[src/rtl/cnn_pkg.sv]
// Shared CNN pipeline definitions: pooling FSM state encoding and the
// output-dimension helper used by both the conv and pooling stages.
package cnn_pkg;

  typedef enum logic [1:0] {
    IDLE = 2'd0,
    SCAN = 2'd1,
    EMIT = 2'd2
  } pool_state_e;

  function automatic int unsigned out_dim(input int unsigned in_dim,
                                          input int unsigned win,
                                          input int unsigned stride);
    return (in_dim - win) / stride + 1;
  endfunction

  // Counter width that never collapses to zero bits for degenerate sizes.
  function automatic int unsigned cnt_w(input int unsigned n);
    return (n > 1) ? $clog2(n) : 1;
  endfunction

endpackage

[src/rtl/pool_window_addr.sv]
// Channel/row/col/kernel-element counters for the max-pool scan and the
// flat tensor address of the element currently being examined.
module pool_window_addr
  import cnn_pkg::*;
#(
  parameter int unsigned CHANNELS    = 1,
  parameter int unsigned IN_HEIGHT   = 4,
  parameter int unsigned IN_WIDTH    = 4,
  parameter int unsigned POOL_SIZE   = 2,
  parameter int unsigned POOL_STRIDE = 2,
  parameter int unsigned ADDR_W      = 4
) (
  input  logic              clk,
  input  logic              rst,
  input  logic              clear,
  input  logic              step,
  output logic [ADDR_W-1:0] addr,
  output logic              last_elem,
  output logic              last_window
);

  localparam int unsigned OUT_H = out_dim(IN_HEIGHT, POOL_SIZE, POOL_STRIDE);
  localparam int unsigned OUT_W = out_dim(IN_WIDTH, POOL_SIZE, POOL_STRIDE);
  localparam int unsigned CH_W  = cnt_w(CHANNELS);
  localparam int unsigned ROW_W = cnt_w(OUT_H);
  localparam int unsigned COL_W = cnt_w(OUT_W);
  localparam int unsigned K_W   = cnt_w(POOL_SIZE);

  logic [CH_W-1:0]  ch_q, ch_d;
  logic [ROW_W-1:0] row_q, row_d;
  logic [COL_W-1:0] col_q, col_d;
  logic [K_W-1:0]   kh_q, kh_d;
  logic [K_W-1:0]   kw_q, kw_d;

  logic last_kw, last_kh, last_col, last_row, last_ch;

  assign last_kw  = (kw_q == K_W'(POOL_SIZE - 1));
  assign last_kh  = (kh_q == K_W'(POOL_SIZE - 1));
  assign last_col = (col_q == COL_W'(OUT_W - 1));
  assign last_row = (row_q == ROW_W'(OUT_H - 1));
  assign last_ch  = (ch_q == CH_W'(CHANNELS - 1));

  assign last_elem   = last_kw && last_kh;
  assign last_window = last_col && last_row && last_ch;

  // k is kept as separate kh/kw counters so no divide by P is needed.
  always_comb begin
    ch_d  = ch_q;
    row_d = row_q;
    col_d = col_q;
    kh_d  = kh_q;
    kw_d  = kw_q;
    if (clear) begin
      ch_d  = '0;
      row_d = '0;
      col_d = '0;
      kh_d  = '0;
      kw_d  = '0;
    end else if (step) begin
      if (!last_kw) begin
        kw_d = kw_q + K_W'(1);
      end else begin
        kw_d = '0;
        if (!last_kh) begin
          kh_d = kh_q + K_W'(1);
        end else begin
          kh_d = '0;
          col_d = last_col ? '0 : col_q + COL_W'(1);
          if (last_col) begin
            row_d = last_row ? '0 : row_q + ROW_W'(1);
            if (last_row) begin
              ch_d = last_ch ? '0 : ch_q + CH_W'(1);
            end
          end
        end
      end
    end
  end

  assign addr = ADDR_W'(32'(ch_q) * IN_HEIGHT * IN_WIDTH
                      + (32'(row_q) * POOL_STRIDE + 32'(kh_q)) * IN_WIDTH
                      + 32'(col_q) * POOL_STRIDE + 32'(kw_q));

  always_ff @(posedge clk or posedge rst) begin
    if (rst) begin
      ch_q  <= '0;
      row_q <= '0;
      col_q <= '0;
      kh_q  <= '0;
      kw_q  <= '0;
    end else begin
      ch_q  <= ch_d;
      row_q <= row_d;
      col_q <= col_d;
      kh_q  <= kh_d;
      kw_q  <= kw_d;
    end
  end

endmodule

[src/rtl/maxpool_stream.sv]
// Sequential max-pooling stage: captures one flattened tensor, scans each
// window one element per cycle and streams pooled words out.
// Optional macro MAXPOOL_RELU_EN fuses ReLU by starting the running max at 0.
module maxpool_stream
  import cnn_pkg::*;
#(
  parameter int unsigned CHANNELS    = 1,
  parameter int unsigned IN_HEIGHT   = 4,
  parameter int unsigned IN_WIDTH    = 4,
  parameter int unsigned POOL_SIZE   = 2,
  parameter int unsigned POOL_STRIDE = 2,
  parameter int unsigned DATA_WIDTH  = 32
) (
  input  logic                                          clk,
  input  logic                                          rst,
  input  logic                                          in_valid,
  output logic                                          in_ready,
  input  logic [CHANNELS*IN_HEIGHT*IN_WIDTH*DATA_WIDTH-1:0] in_tensor_flat,
  output logic                                          out_valid,
  input  logic                                          out_ready,
  output logic [DATA_WIDTH-1:0]                         out_data,
  output logic                                          out_last,
  output logic                                          busy
);

  localparam int unsigned N_IN   = CHANNELS * IN_HEIGHT * IN_WIDTH;
  localparam int unsigned ADDR_W = cnt_w(N_IN);

`ifdef MAXPOOL_RELU_EN
  localparam logic signed [DATA_WIDTH-1:0] MAX_INIT = '0;
`else
  localparam logic signed [DATA_WIDTH-1:0] MAX_INIT = {1'b1, {(DATA_WIDTH-1){1'b0}}};
`endif

  pool_state_e state_q, state_d;
  logic [N_IN*DATA_WIDTH-1:0]    tensor_q, tensor_d;
  logic signed [DATA_WIDTH-1:0]  max_q, max_d;
  logic [DATA_WIDTH-1:0]         out_data_q, out_data_d;
  logic                          out_last_q, out_last_d;

  logic                          clear, step;
  logic [ADDR_W-1:0]             addr;
  logic                          last_elem, last_window;
  logic signed [DATA_WIDTH-1:0]  elem, cand;

  pool_window_addr #(
    .CHANNELS   (CHANNELS),
    .IN_HEIGHT  (IN_HEIGHT),
    .IN_WIDTH   (IN_WIDTH),
    .POOL_SIZE  (POOL_SIZE),
    .POOL_STRIDE(POOL_STRIDE),
    .ADDR_W     (ADDR_W)
  ) u_addr (
    .clk        (clk),
    .rst        (rst),
    .clear      (clear),
    .step       (step),
    .addr       (addr),
    .last_elem  (last_elem),
    .last_window(last_window)
  );

  always_comb begin
    elem = '0;
    for (int unsigned i = 0; i < N_IN; i++) begin
      if (addr == ADDR_W'(i)) elem = tensor_q[i*DATA_WIDTH +: DATA_WIDTH];
    end
  end

  assign cand = (elem > max_q) ? elem : max_q;

  always_comb begin
    state_d    = state_q;
    tensor_d   = tensor_q;
    max_d      = max_q;
    out_data_d = out_data_q;
    out_last_d = out_last_q;
    clear      = 1'b0;
    step       = 1'b0;
    case (state_q)
      IDLE: begin
        if (in_valid) begin
          tensor_d = in_tensor_flat;
          clear    = 1'b1;
          max_d    = MAX_INIT;
          state_d  = SCAN;
        end
      end
      SCAN: begin
        max_d = cand;
        if (last_elem) begin
          out_data_d = cand;
          out_last_d = last_window;
          state_d    = EMIT;
        end else begin
          step = 1'b1;
        end
      end
      EMIT: begin
        if (out_ready) begin
          if (out_last_q) begin
            state_d = IDLE;
          end else begin
            step    = 1'b1;
            max_d   = MAX_INIT;
            state_d = SCAN;
          end
        end
      end
      default: state_d = IDLE;
    endcase
  end

  always_ff @(posedge clk or posedge rst) begin
    if (rst) begin
      state_q    <= IDLE;
      tensor_q   <= '0;
      max_q      <= MAX_INIT;
      out_data_q <= '0;
      out_last_q <= 1'b0;
    end else begin
      state_q    <= state_d;
      tensor_q   <= tensor_d;
      max_q      <= max_d;
      out_data_q <= out_data_d;
      out_last_q <= out_last_d;
    end
  end

  assign in_ready  = (state_q == IDLE);
  assign busy      = (state_q != IDLE);
  assign out_valid = (state_q == EMIT);
  assign out_data  = out_data_q;
  assign out_last  = out_last_q;

endmodule

[config.mk]
export PLATFORM = sky130hd
export DESIGN_NAME = maxpool_stream
export DESIGN_NICKNAME = d
export VERILOG_FILES = /design/src/rtl/cnn_pkg.sv /design/src/rtl/pool_window_addr.sv /design/src/rtl/maxpool_stream.sv
export SDC_FILE = /design/constraint.sdc
export NUM_CORES = 1
export LEC_CHECK = 0
export CAP_MARGIN = 5
export CORE_MARGIN = 5
export CORE_UTILIZATION = 52
export CTS_CLUSTER_SIZE = 16
export DETAILED_ROUTE_END_ITERATION = 8
export PLACE_DENSITY = 0.78
export SYNTH_ARGS = -nofsm -noshare
export SYNTH_HDL_FRONTEND = slang
export SYNTH_SLANG_ARGS = --single-unit
[constraint.sdc]
create_clock -name clk -period 22.9 [get_ports clk]
set_input_delay 4.58 -clock clk [delete_from_list [all_inputs] [get_ports clk]]
set_output_delay 4.58 -clock clk [all_outputs]
set_load 0.02 [all_outputs]
==> flow_summary_export.csv <==
group,metric,value,unit
status,status,"finished, final reports clean",
worst_setup_path,crit_buf_inv,3,
grt,use_met1,43.6,%
logic_synthesis,synth_edf_count,0,
timing,rsz0062_at_grt,"false",
worst_setup_path,end_kind,"flip-flop",
clock_tree,cts_hold_buffers,0,
pwr,p_sw,2.06,mW
clock_tree,cts_tree,"done",
timing,period_share,32.4,%
worst_hold_path,hold_path_class,"flip-flop to flip-flop",
logic_synthesis,synth.distinct_cells,80,
worst_setup_path,critical_path_class,"input pin to flip-flop",
logic_synthesis,synthSimpleGateAreaFrac,6.04,%
logic_synthesis,syn_nets,2778,
logic_synthesis,netlist_area,0.0278,mm2
pwr,power.share.sequential,35.7,%
grt,grt_first_pass_wirelength,142000,um
clock_tree,cts_setup_buffers,0,
pwr,pwr-share-comb,45.7,%
clock_tree,cts_resized,0,
clock_tree,clkTransAtPathRegs,0.06,ns
timing,hold_ws,0.493,ns
logic_synthesis,yosys_warnings,0,
worst_setup_path,critPathMaxStageDelay,0.77,ns
worst_setup_path,reg2reg_from,"u_addr.kw_q",
logic_synthesis,synth_common_cells,"dfrtp_1 (582), mux2_2 (527), nand2_1 (93)",
floorplanning,die_w,241,um
logic_synthesis,synthArstFlopShare,100,%
worst_hold_path,holdCritStartpoint,"max_q[7]",
timing,period_minus_slack,7.43,ns
clock_tree,cts_max_level,2,
logic_synthesis,synth-seq-cells,583,
timing,drv_slew,0,
logic_synthesis,netlist_top_cells_area,"dfrtp_1 (52%), mux2_2 (21%), mux4_2 (2.0%)",
timing,fin_setup_tns,0,ns
logic_synthesis,postSynthCellCount,2226,
detailed_routing,drtAntennaViolNets,0,
grt,grt_start_max_net_pins,215,
pwr,p_int,3.19,mW
logic_synthesis,synthAdderAreaFrac,1.62,%
worst_setup_path,cp_max_fo,211,
grt,grt_remaining_overflow,0,
detailed_routing,via_per_inst,6.16,
clock_tree,clock_latency,0.63,ns
timing,tightest_slew,1.31,ns
logic_synthesis,seq_area_frac_synth,52.5,%
clock_tree,clk_path_buf_depth,3,
worst_setup_path,crit_slowest_cell,"buf_4",
pwr,pwr-share-clk,18.5,%
worst_hold_path,holdPathStages,1,
timing,setup_viol,0,
timing,max_freq,135,MHz
worst_setup_path,cp.required,23.40,ns
floorplanning,io_pins,552,
worst_setup_path,r2r_end,"out_data[22]",
detailed_routing,drtIter0Drc,1924,
floorplanning,fp-row-count,84,
detailed_routing,drc,0,
worst_hold_path,holdPathEnd,"max_q[7]",
clock_tree,cts_made_buffers,60,
worst_setup_path,critPathLaunchType,"input pin",
grt,busiest_layer,"met2",
logic_synthesis,avgSynthCellArea,12.5,um2
final_layout,drive_gt1_share,25.8,%
clock_tree,cts-root-buf,"clkbuf_16",
detailed_routing,avgRoutedWirePerCell,28.2,um
detailed_routing,routed_wl,97900,um
placement,io_buffers,551,
worst_setup_path,crit_chain,"clkdlybuf4s50_1 > and2_4 > buf_4 > buf_12 > mux2_2",
grt,gr-usage-all-layers,32.8,%
grt,grt_pass1_vias,22051,
logic_synthesis,yosysTopAreaCell,"dfrtp_1",
placement,gp_congestion,0.919,
logic_synthesis,synth_xor_area_share,0.126,%
logic_synthesis,synth_top_family_by_area,"multiplexers",
clock_tree,clkSinkCount,583,
timing,skew,0.0169,ns
worst_setup_path,crit_family,"buffers and inverters",
logic_synthesis,synth_top_area_share,52.4,%
logic_synthesis,muxShareOfSynthArea,24.8,%
logic_synthesis,synth-main-ff-cell,"dfrtp_1",
floorplanning,dieArea,0.0582,mm2
detailed_routing,drt_first_pass_iters,6,
final_layout,areaGrowthSynthToFinish,28.7,%
final_layout,fin_util,67.8,%
grt,grtUsageMet3,9.61,%
flow_run,drv_cap,0,
pwr,p_per_area,147,mW/mm2
final_layout,nFillCells,3899,
logic_synthesis,yosys.cell_count.top_type,"dfrtp_1",
pwr,vdd_drop_max,0.000151,V
grt,met2_usage,52.1,%
detailed_routing,vias,21406,
timing,slew_headroom,12.6,%
pwr,switching_share,39.3,%
logic_synthesis,synth_compound_area_share,11.1,%
worst_setup_path,critical_path_arrival,7.93,ns
floorplanning,die_h,241,um
final_layout,nets,3259,
timing,hold_viol,0,
grt,antenna_found_initial,53,
floorplanning,initial_core_util,52.7,%
worst_setup_path,reg2reg_slack,16.18,ns
placement,place.detailed.hpwl,71900,um
pwr,p_leak,14.3,nW
worst_setup_path,reg2reg_depth,14,
floorplanning,coreArea,0.0528,mm2
how the worst max path moves through the flow:
stage,startpoint,to,slack [ns],cells after the start
after floorplan,rst,max_q[0],2.01,1
after global placement,rst,tensor_q[65],15.06,4
after detailed placement,rst,tensor_q[37],14.99,4
after CTS,rst,tensor_q[244],15.65,4
after global routing,rst,tensor_q[261],15.18,4
final,in_valid,tensor_q[82],15.47,5
sequential cells by signal, indices dropped and copies added, names as in the netlist:
name,cells
u_addr.last_row,1
tensor_q,512
u_addr.kw_q,1
u_addr.col_q,1
u_addr.kh_q,1
out_last,1
out_data,32
state_q,2
max_q,32
worst reg2reg max path, stage by stage, from the launching register on:
cell and delay [ns]:
dfrtp_4 0.90, buf_4 0.86, nand2b_1 0.89, nor2_1 0.31, o21ai_0 0.15, a311oi_1 0.65
nor2_1 0.27, ha_1 0.39, nand4_1 0.17, nor4_4 0.35, o21ai_1 0.10, a21o_1 0.20
and3_4 0.27, nor2_4 0.77, o311ai_0 0.26
metrics by stage:
| stage | setup WS, ns | total power [mW] | std cells | area, um2 |
|---|---|---|---|---|
| after global placement | 15.06 | 4.14 | 3333 | 33700 |
| after global routing | 15.18 | 5.51 | 3464 | 35700 |
| after CTS | 15.65 | 5.21 | 3437 | 35700 |
| final | 15.47 | 5.25 | 3475 | 35800 |
| after floorplan | 2.01 | 3.41 | 2226 | 27800 |
| after detailed placement | 14.99 | 4.23 | 3333 | 33700 |
power by group through the flow:
stage | registers, mW | logic [mW] | clock network [mW]
finish | 1.88 | 2.40 | 0.974
global route | 1.92 | 2.57 | 1.02
CTS | 1.86 | 2.37 | 0.984
detailed placement | 1.88 | 2.36 | 0
global placement | 1.84 | 2.30 | 0
floorplan | 1.78 | 1.63 | 0
final cells by class:
class,instances,area [um2],area share [%]
antenna,38,95.1,0.266
clock buffer,88,1720,4.80
clock inverter,16,204,0.570
inverter,63,244,0.682
multi-input combinational,1408,12200,34.1
sequential,583,14600,40.8
tap,688,861,2.41
timing repair buffer,591,5840,16.3
cells in the final DEF (no fill, tap or decap), types with 9 or more instances in the layout:
cell type,instances
mux4_2,25
a32o_1,16
mux2i_1,40
dfrtp_1,578
clkbuf_16,60
nand2_1,93
inv_1,61
nor2b_1,11
nand4_1,28
nand2b_1,11
clkbuf_8,11
a22o_1,13
a21oi_1,78
a221oi_1,17
nor3_1,20
a22oi_1,50
a21o_1,9
o22ai_1,25
clkdlybuf4s50_1,551
buf_4,38
diode_2,38
o221ai_1,16
nand3_1,37
ha_1,36
mux2_2,527
o311ai_0,10
a211oi_1,10
nor2_1,80
o211ai_1,11
o2bb2ai_1,14
a31oi_1,25
clkbuf_1,17
o21ai_0,86
layer usage:
layer	wire, um	part of all wire [%]
met1	38000	39
met2	47100	48
met4	3160	3.2
met5	184	0.19
met3	9500	9.7
kinds of logic (layout without fill, tap and decap cells):
| group | after synthesis | count (layout) |
|---|---|---|
| XOR/XNOR | 4 | 4 |
| AO/OA/AOI/OAI | 447 | 447 |
| other | 0 | 38 |
| flip-flops | 583 | 583 |
| buffers and inverters | 235 | 758 |
| multiplexers | 592 | 592 |
| AND/OR/NAND/NOR | 329 | 329 |
| adder cells (fa/ha/maj) | 36 | 36 |
(Power assumes the default switching activity.)
